File: src/rtl/ycbcr_pixel_sequencer.sv
// ycbcr_pixel_sequencer
//
// Purpose:
//   Unpacks 4:2:2 YCbCr words, where two pixels share one Cb/Cr pair. A single
//   external combinational ycbcr2rgb converter is time-shared between the two
//   pixels of each word. One RGB pixel leaves per output handshake, tagged with
//   its raster x/y position, a start-of-frame flag and an end-of-line flag.
//   The block sits between the frame-buffer read path and the VGA write path.
//
// Parameters:
//   H_ACTIVE  pixels per line; must be even because each input word holds two pixels
//   V_ACTIVE  lines per frame
//
// Ports:
//   clock         system clock
//   reset         synchronous, active-high
//   in_data_i     {Y0[31:24], Cb[23:16], Y1[15:8], Cr[7:0]}
//   in_valid_i    in_data_i is valid
//   in_ready_o    the sequencer accepts in_data_i this cycle
//   conv_y_o      registered Y driven to the converter
//   conv_cb_o     registered Cb driven to the converter
//   conv_cr_o     registered Cr driven to the converter
//   conv_r_i      converter result, red
//   conv_g_i      converter result, green
//   conv_b_i      converter result, blue
//   out_rgb_o     registered {r,g,b} pixel
//   out_valid_o   out_rgb_o is valid
//   out_ready_i   downstream accepts the pixel
//   out_x_o       column of out_rgb_o
//   out_y_o       line of out_rgb_o
//   out_sof_o     first pixel of the frame (qualified by out_valid_o)
//   out_eol_o     last pixel of the line (qualified by out_valid_o)
//   frame_done_o  one-cycle pulse after the last pixel of a frame is handshaken

module ycbcr_pixel_sequencer #(
   parameter int unsigned H_ACTIVE = 640,
   parameter int unsigned V_ACTIVE = 480
) (
   input  logic        clock,
   input  logic        reset,
   input  logic [31:0] in_data_i,
   input  logic        in_valid_i,
   output logic        in_ready_o,
   output logic [7:0]  conv_y_o,
   output logic [7:0]  conv_cb_o,
   output logic [7:0]  conv_cr_o,
   input  logic [7:0]  conv_r_i,
   input  logic [7:0]  conv_g_i,
   input  logic [7:0]  conv_b_i,
   output logic [23:0] out_rgb_o,
   output logic        out_valid_o,
   input  logic        out_ready_i,
   output logic [9:0]  out_x_o,
   output logic [9:0]  out_y_o,
   output logic        out_sof_o,
   output logic        out_eol_o,
   output logic        frame_done_o
);

   localparam logic [9:0] XLast = 10'(H_ACTIVE - 1);
   localparam logic [9:0] YLast = 10'(V_ACTIVE - 1);

   typedef enum logic [1:0] {
      StIdle,
      StConv0,
      StSend0,
      StSend1
   } state_e;

   state_e      state_q, state_d;
   logic [7:0]  y1_q, y1_d;
   logic [7:0]  conv_y_q, conv_y_d;
   logic [7:0]  conv_cb_q, conv_cb_d;
   logic [7:0]  conv_cr_q, conv_cr_d;
   logic [23:0] rgb_q, rgb_d;
   logic        valid_q, valid_d;
   logic [9:0]  x_q, x_d;
   logic [9:0]  y_q, y_d;
   logic        frame_done_q, frame_done_d;

   logic        in_ready;
   logic        in_hs;
   logic        out_hs;

   // Ready is forced low while reset is held so no word is taken mid-reset.
   always_comb begin
      in_ready = 1'b0;
      if (!reset) begin
         unique case (state_q)
            StIdle:  in_ready = 1'b1;
            StSend1: in_ready = out_ready_i;
            default: in_ready = 1'b0;
         endcase
      end
   end

   assign in_hs  = in_valid_i && in_ready;
   assign out_hs = valid_q && out_ready_i;

   // Next-state and datapath.
   always_comb begin
      state_d      = state_q;
      y1_d         = y1_q;
      conv_y_d     = conv_y_q;
      conv_cb_d    = conv_cb_q;
      conv_cr_d    = conv_cr_q;
      rgb_d        = rgb_q;
      valid_d      = valid_q;
      x_d          = x_q;
      y_d          = y_q;
      frame_done_d = 1'b0;

      unique case (state_q)
         StIdle: begin
            if (in_hs) begin
               y1_d      = in_data_i[15:8];
               conv_y_d  = in_data_i[31:24];
               conv_cb_d = in_data_i[23:16];
               conv_cr_d = in_data_i[7:0];
               state_d   = StConv0;
            end
         end
         StConv0: begin
            // Converter has had a full cycle on pixel 0; capture it and
            // swap in Y1 so pixel 1 settles while pixel 0 waits downstream.
            rgb_d    = {conv_r_i, conv_g_i, conv_b_i};
            valid_d  = 1'b1;
            conv_y_d = y1_q;
            state_d  = StSend0;
         end
         StSend0: begin
            if (out_hs) begin
               rgb_d   = {conv_r_i, conv_g_i, conv_b_i};
               state_d = StSend1;
            end
         end
         StSend1: begin
            if (out_hs) begin
               valid_d = 1'b0;
               // in_hs can only occur here together with out_hs.
               if (in_hs) begin
                  y1_d      = in_data_i[15:8];
                  conv_y_d  = in_data_i[31:24];
                  conv_cb_d = in_data_i[23:16];
                  conv_cr_d = in_data_i[7:0];
                  state_d   = StConv0;
               end else begin
                  state_d = StIdle;
               end
            end
         end
         default: begin
            state_d = StIdle;
            valid_d = 1'b0;
         end
      endcase

      // Raster position follows the output handshake.
      if (out_hs) begin
         if (x_q == XLast) begin
            x_d = '0;
            if (y_q == YLast) begin
               y_d          = '0;
               frame_done_d = 1'b1;
            end else begin
               y_d = y_q + 10'd1;
            end
         end else begin
            x_d = x_q + 10'd1;
         end
      end
   end

   always_ff @(posedge clock) begin
      if (reset) begin
         state_q      <= StIdle;
         y1_q         <= '0;
         conv_y_q     <= '0;
         conv_cb_q    <= '0;
         conv_cr_q    <= '0;
         rgb_q        <= '0;
         valid_q      <= 1'b0;
         x_q          <= '0;
         y_q          <= '0;
         frame_done_q <= 1'b0;
      end else begin
         state_q      <= state_d;
         y1_q         <= y1_d;
         conv_y_q     <= conv_y_d;
         conv_cb_q    <= conv_cb_d;
         conv_cr_q    <= conv_cr_d;
         rgb_q        <= rgb_d;
         valid_q      <= valid_d;
         x_q          <= x_d;
         y_q          <= y_d;
         frame_done_q <= frame_done_d;
      end
   end

   assign in_ready_o   = in_ready;
   assign conv_y_o     = conv_y_q;
   assign conv_cb_o    = conv_cb_q;
   assign conv_cr_o    = conv_cr_q;
   assign out_rgb_o    = rgb_q;
   assign out_valid_o  = valid_q;
   assign out_x_o      = x_q;
   assign out_y_o      = y_q;
   // Flags are qualified by valid so they read 0 out of reset.
   assign out_sof_o    = valid_q && (x_q == '0) && (y_q == '0);
   assign out_eol_o    = valid_q && (x_q == XLast);
   assign frame_done_o = frame_done_q;

endmodule
File: config.mk
export PLATFORM = sky130hd
export DESIGN_NAME = ycbcr_pixel_sequencer
export DESIGN_NICKNAME = d
export VERILOG_FILES = /design/src/rtl/ycbcr_pixel_sequencer.sv
export SDC_FILE = /design/constraint.sdc
export NUM_CORES = 1
export LEC_CHECK = 0
export ABC_AREA = 1
export CAP_MARGIN = 20
export CORE_ASPECT_RATIO = 2
export CORE_MARGIN = 2
export CORE_UTILIZATION = 25
export DETAILED_ROUTE_END_ITERATION = 8
export GPL_TIMING_DRIVEN = 0
export PLACE_DENSITY_LB_ADDON = 0.12
export SLEW_MARGIN = 20
export SYNTH_ARGS = -nofsm -noshare
export SYNTH_HDL_FRONTEND = slang
export SYNTH_SLANG_ARGS = --single-unit
File: constraint.sdc
create_clock -name clock -period 1.6 [get_ports clock]
set_clock_uncertainty 0.05 [all_clocks]
set_input_delay 0.32 -clock clock [delete_from_list [all_inputs] [get_ports clock]]
set_output_delay 0.32 -clock clock [all_outputs]
set_load 0.03 [all_outputs]
==> results by stage <==
Run status:
- The flow ran to the end, but the final reports show violations.
- The checks that failed: negative setup slack.

Pwr:
- The cell leakage power is 2.838 nW.
- The ratio of total power to cell area is 1625 nW/µm².
- The worst-case IR drop observed on VDD is 0.8281 mV.

Yosys:
- The simple-gate portion of the synthesized area is 0.3451.
- The fraction of the mapped netlist area in compound gates is 0.1061.
- The mux contribution to synthesized area is 0.
- The total number of yosys warnings is 0.
- Of all flip-flops after synthesis, the portion carrying an async set or reset was 0.
- By area, the combinational part of the netlist is dominated by simple AND/OR/NAND/NOR gates.
- Of the post-synthesis cell area, the dominant cell type holds 0.4396.
- The synthesized-area fraction occupied by xor and xnor cells is 0.004808.
- The adder-cell share of the synthesized area is 0.03091.
- Sorting the synthesized cells by area gives the leading types as sky130_fd_sc_hd__dfxtp_1, sky130_fd_sc_hd__nor2_1, sky130_fd_sc_hd__nand2_1, sky130_fd_sc_hd__nor3_1, sky130_fd_sc_hd__o21ai_0.
- For this run, the register share of the synthesized area comes to 0.4396.
- The most frequently used flop master after synthesis is sky130_fd_sc_hd__dfxtp_1.
- Counting flops and latches in the post-synthesis netlist gives 80.
- The number of unique standard cell types used by synthesis is 33.
- Each instance of the synthesized netlist takes up on average 7.258 µm².
- The post-synth design cell area is 3643 µm².
- The synthesized design contains 0 enable-type register cells.
- Synthesis produced a netlist with a net count of 571.
- Synthesis handed over a netlist of 502 instances.
- The synthesized design spends more area on one cell type than any other, namely sky130_fd_sc_hd__dfxtp_1.

Worst setup path:
- STA puts the critical path data arrival time at 1.43 ns.
- The maximum fanout along the worst path is 6.
- The register-to-register setup slack is -0.14 ns.
- At the worst endpoint, the required time is 1.23 ns.
- The worst setup path is captured at a primary output.
- The critical path class is reg2out.
- The launching element type of the critical path is a flop.

Routing:
- The detailed-route wire length is 13,040 µm.
- In the routed design, unresolved DRC markers number 0.
- Across all layers, the routed design uses 3,957 vias.
- Before antenna repair, the detailed router went through 4 iterations.
- In the final routed layout, each cell accounts on average for 14.96 µm.
- Using the TritonRoute via totals, the vias-per-cell ratio works out to 4.538.
- The post-detailed-route count of antenna-violating nets is 0.
- After the first detailed-routing iteration, the DRC count stood at 116.

Global routing:
- The first global-routing pass estimated 20,620 µm of wire.
- The pin count of the biggest net entering global routing is 14.
- The remaining global-route overflow is 0.
- The number of antenna violations at the first check in global routing is 0.
- The number of global-route vias before repair is 4,177.
- The total track usage is 0.1714.

Timing:
- The transition at the pin with the smallest max-transition slack is 0.5039 ns.
- The worst slew slack as a fraction of its limit is 0.6640.
- After layout, the worst setup slack is -0.2029 ns.
- The total setup violations reported at the end of the flow is 43.
- Setup repair after global routing could not meet its margin everywhere.
- The count of endpoints failing hold in the final timing report is 0.
- Of the available clock period, the critical path in the final layout requires 1.127.
- The peak clock frequency supported by timing is 0.5547 GHz.
- Counting I/O delays and the setup requirement, the final critical path takes 1.803 ns.
- The max-slew violation total from the final report is 0.

Worst hold path:
- The type of the worst min-delay path is in2reg.

Die:
- The number of rows created at floorplan is 62.
- For this design the top-level I/O count stands at 133.
- The overall die area is 15,610 µm².
- The die outline height is 174.7 µm.
- From left edge to right edge, the die measures 89.37 µm.
- The initial utilization of the core area, before any placement, comes to 0.2553.
- The core region area is 14,270 µm².

Place:
- The worst-case setup slack after placement is -0.6761 ns.
- In this run the tool buffered the top-level ports with 132 buffer cells.
- The placed instances occupy a cell area of 5259 µm².
- The post-placement cell count is 826.
- The HPWL after detailed placement is 9349 µm.
- At the end of routability-driven placement, the weighted congestion stood at 0.8764.

CTS:
- The CTS sink count is 80.
- The number of buffers created by CTS is 9.
- The clock transition at the registers of the reported paths is 0.06 ns.
- The clock passes through at most 2 buffers.
- The maximum level of the CTS H-tree is 3.
- The clock reaches the later pin of the worst-skew pair after 0.34 ns.
- The clock tree root driver cell is sky130_fd_sc_hd__clkbuf_16.
- The clock tree from TritonCTS is built.

Cells and area:
- The number of nets in the layout is 745.
- In the layout the commonest cells are sky130_fd_sc_hd__nor2_1, sky130_fd_sc_hd__nand2_1, sky130_fd_sc_hd__dlygate4sd2_1, sky130_fd_sc_hd__dfxtp_1, sky130_fd_sc_hd__clkdlybuf4s50_1.
- Relative to the synthesized area, the layout overhead comes to 77.20%.
- The post-layout utilization of the core is 0.4523.
- Leaving out fill and tap cells, the most frequent cell in the layout is sky130_fd_sc_hd__nor2_1.
- The post-route cell area is 6456 µm².
- The finished layout holds 872 standard cells, fillers aside.
- In the final layout, the share of cells above drive strength 1 is 0.2912.
- The number of antenna diodes in the final layout is 0.

Run:
- The max-capacitance violation count is 0.
==> synthesized netlist by cell type, types with 2 or more instances <==
cell type                  count
sky130_fd_sc_hd__a21oi_1      21
sky130_fd_sc_hd__nand2_1      84
sky130_fd_sc_hd__nand2_2       4
sky130_fd_sc_hd__nand3_4       2
sky130_fd_sc_hd__buf_4         7
sky130_fd_sc_hd__xor2_1        2
sky130_fd_sc_hd__buf_2         2
sky130_fd_sc_hd__nand3_1      21
sky130_fd_sc_hd__o21ai_1      22
sky130_fd_sc_hd__ha_1          9
sky130_fd_sc_hd__nand4_1      13
sky130_fd_sc_hd__clkbuf_1      7
sky130_fd_sc_hd__dfxtp_1      80
sky130_fd_sc_hd__nor2_1      108
sky130_fd_sc_hd__nand3b_1      2
sky130_fd_sc_hd__inv_1        30
sky130_fd_sc_hd__inv_2         3
sky130_fd_sc_hd__buf_6         3
sky130_fd_sc_hd__nor4_1        3
sky130_fd_sc_hd__nor2_4        4
sky130_fd_sc_hd__buf_1         3
sky130_fd_sc_hd__nor3_1       32
sky130_fd_sc_hd__o21ai_0      30
==> sequential cells by signal, indices dropped and copies added, names as in the netlist <==
register / count
out_x_o: 10
conv_cb_o: 8
y1_q: 8
conv_y_o: 8
frame_done_o: 1
out_valid_o: 1
state_q: 2
out_rgb_o: 24
conv_cr_o: 8
out_y_o: 10
==> worst paths after layout <==
| path | depth (start not counted) | end | startpoint |
|---|---|---|---|
| worst min register to register | 2 | conv_y_o[7]$_SDFFE_PP0P_ | conv_y_o[7]$_SDFFE_PP0P_ |
| worst max register to register | 9 | conv_cb_o[0]$_SDFFE_PP0P_ | state_q[0]$_SDFFE_PP0P_ |
| worst max-delay path | 4 | out_sof_o | out_y_o[7]$_SDFFE_PP0P_ |
| worst min-delay path | 4 | out_valid_o$_SDFFE_PP0P_ | out_ready_i |
==> metrics by stage <==
step                hold slack [ns]  TNS, ns  total power [mW]
detailed placement           0.4283   -45.63             6.989
global route                 0.4042   -8.159             11.11
finish                       0.3800   -2.967             10.49
CTS                          0.4303   -5.176             10.14
floorplan                    0.4049  -0.5000             5.407
global placement             0.4286   -43.59             6.948
==> report_power, final <==
group	internal, mW	switching, mW
Combinational	2.22	3.08
Sequential	2.53	0.318
Clock	1.51	0.836
==> critical path: stages, from the launching register on <==
cell	delay, ns
sky130_fd_sc_hd__dfxtp_4	0.37
sky130_fd_sc_hd__nor4_4	0.28
sky130_fd_sc_hd__nand2_1	0.12
sky130_fd_sc_hd__nor3_4	0.19
sky130_fd_sc_hd__buf_6	0.15
==> kinds of logic after synthesis <==
family / after synthesis
xor gates and xnor gates: 2
DFF: 80
buffers and inverters: 57
AOI/OAI and AO/OA: 76
and+or+nand+nor: 278
adders and majority gates: 9
==> what timing repair did <==
action,in CTS,in global routing
setup buffers,23,7
hold buffers,0,0
endpoints found under the setup margin,142,74
pin swaps,24,31
resized for setup,216,91
gates cloned,5,2
==> area by class of cell <==
cell class              count  area, µm²
flip-flops and latches     80       1654
plain buffers              20      197.7
repair buffers            164       1560
well taps                 192      240.2
clock inverters             6      108.9
multi-input cells         366       2305
clock buffers               9      225.2
inverters                  35      165.2
fillers                  1493       7818
==> routing by layer <==
layer	share of wire	routed length (µm)	vias to the layer above	global-route usage
met5	0	0	-	0
met4	0.029	383	0	0.07152
met3	0.041	534	24	0.03590
met2	0.58	7565	102	0.3259
met1	0.35	4557	1835	0.1701
li1	-	-	1996	-
(Power assumes the default switching activity.)
==> edit 1 (config.mk and constraints unchanged) <==
Reset style: asynchronous (`reset`), changed in one clocked block.
--- a/src/rtl/ycbcr_pixel_sequencer.sv
+++ b/src/rtl/ycbcr_pixel_sequencer.sv
@@ -173,3 +173,3 @@
 
-   always_ff @(posedge clock) begin
+   always_ff @(posedge clock or posedge reset) begin
       if (reset) begin
Formal check against the unedited RTL: differs if reset is asserted again (counterexample within 4 cycles, from zero or initial values and one cycle with reset high); with reset held inactive, the same outputs for 10 cycles.
==> edit 1 against the unedited design <==
The flow still finishes with violations (negative setup slack). Global-route usage fell by 2.2 points. Wire length is 5.7% lower. Setup slack got worse by 0.089 ns. Area after synthesis increased by 7.4%. Sequential cell count did not move. Synthesized cell count down 9.0%. Power rose by 20%. Sequential power up 21%. Design area is 5.5% higher. Largest cell class is now non-clock buffers.
==> edit 1: results (changes against the unedited design) <==
- Multiplexer share of the synthesized area: 1.790% (+1.8 points)
- GR Util All Layers: 14.91% (-2.2 points)
- Via/cell ratio: 4.378 (-3.5%)
- Clk. pwr: 2.25 mW (-4%)
- DP HPWL: 8849 µm (-5.4%)
- Pin count of the biggest net entering global routing: 33 (+19)
- Synth async-reset ratio: 100.0% (+100 points)
- First-pass GRT wire length: 19510 µm (-5.4%)
- FF-to-FF Start: state_q[0]$_DFFE_PP0P_
- Setup ws final: -0.2922 ns (-0.08931 ns)
- DR iter-0 viols: 98 (-16%)
- XOR/XNOR share of the synthesized area: 1.566% (+1.1 points)
- Leakage dissipation: 3.231 nW (+14%)
- Failing checks: negative setup slack
- Sequential-to-total area share from yosys stat: 51.15% (+7.2 points)
- Outcome: finished, violations left
- # fillers: 1523 (+2.0%)
- CP Launch Point: out_x_o[0]$_DFFE_PP0P_
- Nets in the synthesized netlist: 525 (-8.1%)
- Final setup viols: 37 (-14%)
- Gp weighted congestion: 0.8090 (-7.7%)
- Combinational power: 6.96 mW (+31%)
- Worst-Margin Slew: 0.5174 ns (+0.01342 ns)
- Worst Hold Class: input port to async pin
- Layout cells sized above 1: 31.74% (+2.6 points)
- Reg2reg path depth: 11 (+2)
-- edit 1: cell types whose count changed in the layout (fill, tap and decap cells not counted), sizes merged, moves of 9 or more --
| cell | change |
|---|---|
| dfrtp | +80 |
| dfxtp | -80 |
| nor2 | -77 |
| nand2 | +57 |
| nor3 | -27 |
| a21oi | -19 |
| inv | +17 |
| o21ai | +15 |
| nand4 | -10 |
| dlygate4sd2 | -9 |
-- edit 1: metal layers --
metal | routed length [µm] | track usage [%]
met1 | 4252 | 14.41
met2 | 6990 | 28.82
met5 | 0 | 0
met4 | 417 | 6.806
met3 | 639 | 3.503
-- edit 1: layout make-up --
cell class,instances,area [µm²],area share (%)
Inverter,50,198.9,2.920
Clock buffer,11,242.7,3.562
Clock inverter,5,78.83,1.157
Buffer,16,197.7,2.901
Multi-Input combinational cell,311,2006,29.43
Timing Repair Buffer,176,1828,26.83
Sequential cell,80,2014,29.56
Tap cell,198,247.7,3.636
==> edit 2 (same settings) <==
Made on the original files. Set the parameter `V_ACTIVE` to 240 (it was 480).
--- a/src/rtl/ycbcr_pixel_sequencer.sv
+++ b/src/rtl/ycbcr_pixel_sequencer.sv
@@ -36,3 +36,3 @@
    parameter int unsigned H_ACTIVE = 640,
-   parameter int unsigned V_ACTIVE = 480
+   parameter int unsigned V_ACTIVE = 240
 ) (
Formal check against the unedited RTL: no difference found for any inputs over 10 cycles, from zero or initial values and one cycle with reset high; that may be too few to reach the edited logic, so the function may still have changed.
==> edit 2 against the unedited design <==
The flow still finishes with violations (negative setup slack). Combinational power down 7.9%. Setup slack worse by 0.0031 ns. Worst hold slack worse by 0.18 ns. Sequential cell count unchanged. Critical path depth up 2. First-iteration DRC count down 34%. Wire length down 11%. Critical endpoint is now out_eol_o. Design area down 3.0%. Highest routed layer unchanged. Area after synthesis up 1.9%. Final cell count up 0.57%. Utilization down 2.5 points. Power down 3.4%.
==> edit 2: results (changes against the unedited design) <==
- Avg Inst Size Synth: 7.305 µm² (+0.65%)
- Critical R2R Capture: conv_cb_o[1]$_SDFFE_PP0P_
- Sequential-to-total area share from yosys stat: 43.16% (-0.80 points)
- Layout cells sized above 1: 28.89% (-0.23 points)
- Failing checks: negative setup slack
- Maximum VDD drop: 0.8291 mV (+0.12%)
- CP Launch Point: out_x_o[7]$_SDFFE_PP0P_
- Reg2reg path depth: 8 (-1)
- DP HPWL: 8267 µm (-12%)
- Num CTS Buffers: 9 (unchanged)
- Worst-Margin Slew: 0.8231 ns (+0.3192 ns)
- Pre-Repair DR Iteration Count: 5 (+1)
- Setup ws final: -0.2061 ns (-0.003138 ns)
- Top post-synthesis cells by area: dfxtp_1 (43%), nor2_1 (9.7%), nand2_1 (9.5%)
- Hold Startpoint: reset
- Count of cell types in the netlist: 35 (+6.1%)
- Outcome: finished, violations left
- Final WL: 11650 µm (-11%)
- FF-to-FF setup slack: -0.04 ns (+0.10 ns)
- Final setup viols: 23 (-47%)
- Vias in the first global route: 3580 (-14%)
- Gp weighted congestion: 0.7755 (-12%)
- Clock latency on the worst-skew pair: ~0.33 ns
- Port bufs: 131 (-0.76%)
- Synth Area in Compound Gates: 10.76% (+0.14 points)
- Pin count of the biggest net entering global routing: 15 (+1)
- First-pass GRT wire length: 18220 µm (-12%)
- FF-to-FF Start: state_q[1]$_SDFFE_PP0P_
- Nets in the synthesized netlist: 577 (+1.1%)
- XOR/XNOR share of the synthesized area: 0.7080% (+0.23 points)
- Final #Nets: 746 (+0.13%)
- DP Cell Count: 834 (+0.97%)
- Hold Crit Depth: 2 (-2)
- GR Util All Layers: 14.25% (-2.9 points)
- Crit path max fanout: 4 (-2)
- Via/cell ratio: 4.418 (-2.6%)
- Dpl ws: -0.5999 ns (+0.07626 ns)
- Final setup TNS: -0.8363 ns (+2.131 ns)
- Post-synth top cells: nor2_1 (96), nand2_1 (94), dfxtp_1 (80)
- Final cell count without fillers: 877 (+0.57%)
- CP endpoint: out_eol_o
edit 2: what timing repair did:
item,4_1_cts,5_1_grt
pin swaps,9,44
endpoints found under the hold margin,0,0
setup buffers,13,10
resized for setup,146,131
setup endpoints to repair,134,87
gates cloned,3,4
edit 2: worst max-delay path, cell delays in order (launching register included):
cell     delay, ns
dfxtp_2       0.34
inv_2         0.08
nand2_4       0.07
nor2_4        0.10
inv_1         0.08
nor4_4        0.24
buf_4         0.20
edit 2: metal layers:
layer  share of wire, %  track usage (%)  routed length, µm
met5                  0                0                  0
met4                1.4            5.385                158
met3                5.8            3.756                671
met2                 48            22.65               5607
met1                 45            18.51               5212
edit 2: area by class of cell:
class / instances / area [µm²] / area share [%]
buffer: 19 / 150.1 / 2.398
clock buffer: 10 / 229.0 / 3.657
clock inverter: 6 / 115.1 / 1.839
inverter: 35 / 156.4 / 2.498
multi-input combinational: 374 / 2236 / 35.71
sequential: 80 / 1637 / 26.14
tap: 195 / 244.0 / 3.897
timing repair buffer: 158 / 1494 / 23.86
edit 2: report_power, final:
| part | total (mW) | internal [mW] | switching [mW] | leakage (nW) |
|---|---|---|---|---|
| Clock | 2.39 | 1.53 | 0.856 | 0.163 |
| Combinational | 4.88 | 2.04 | 2.84 | 1.91 |
| Sequential | 2.86 | 2.51 | 0.352 | 0.664 |
edit 2: through the flow:
step / power (mW) / instance area [µm²]
2_1_floorplan: 5.358 / 3757
3_3_place_gp: 6.821 / 5313
3_5_place_dp: 6.824 / 5313
4_1_cts: 9.581 / 5833
5_1_grt: 10.75 / 6261
6_report: 10.13 / 6261
edit 2: logic make-up (layout without fill, tap and decap cells):
family                     count (synthesis)  after routing
and+or+nand+nor                          282            284
DFF                                       80             80
xor gates and xnor gates                   3              3
adders and majority gates                  9              9
AOI/OAI and AO/OA                         78             78
buffers and inverters                     56            228
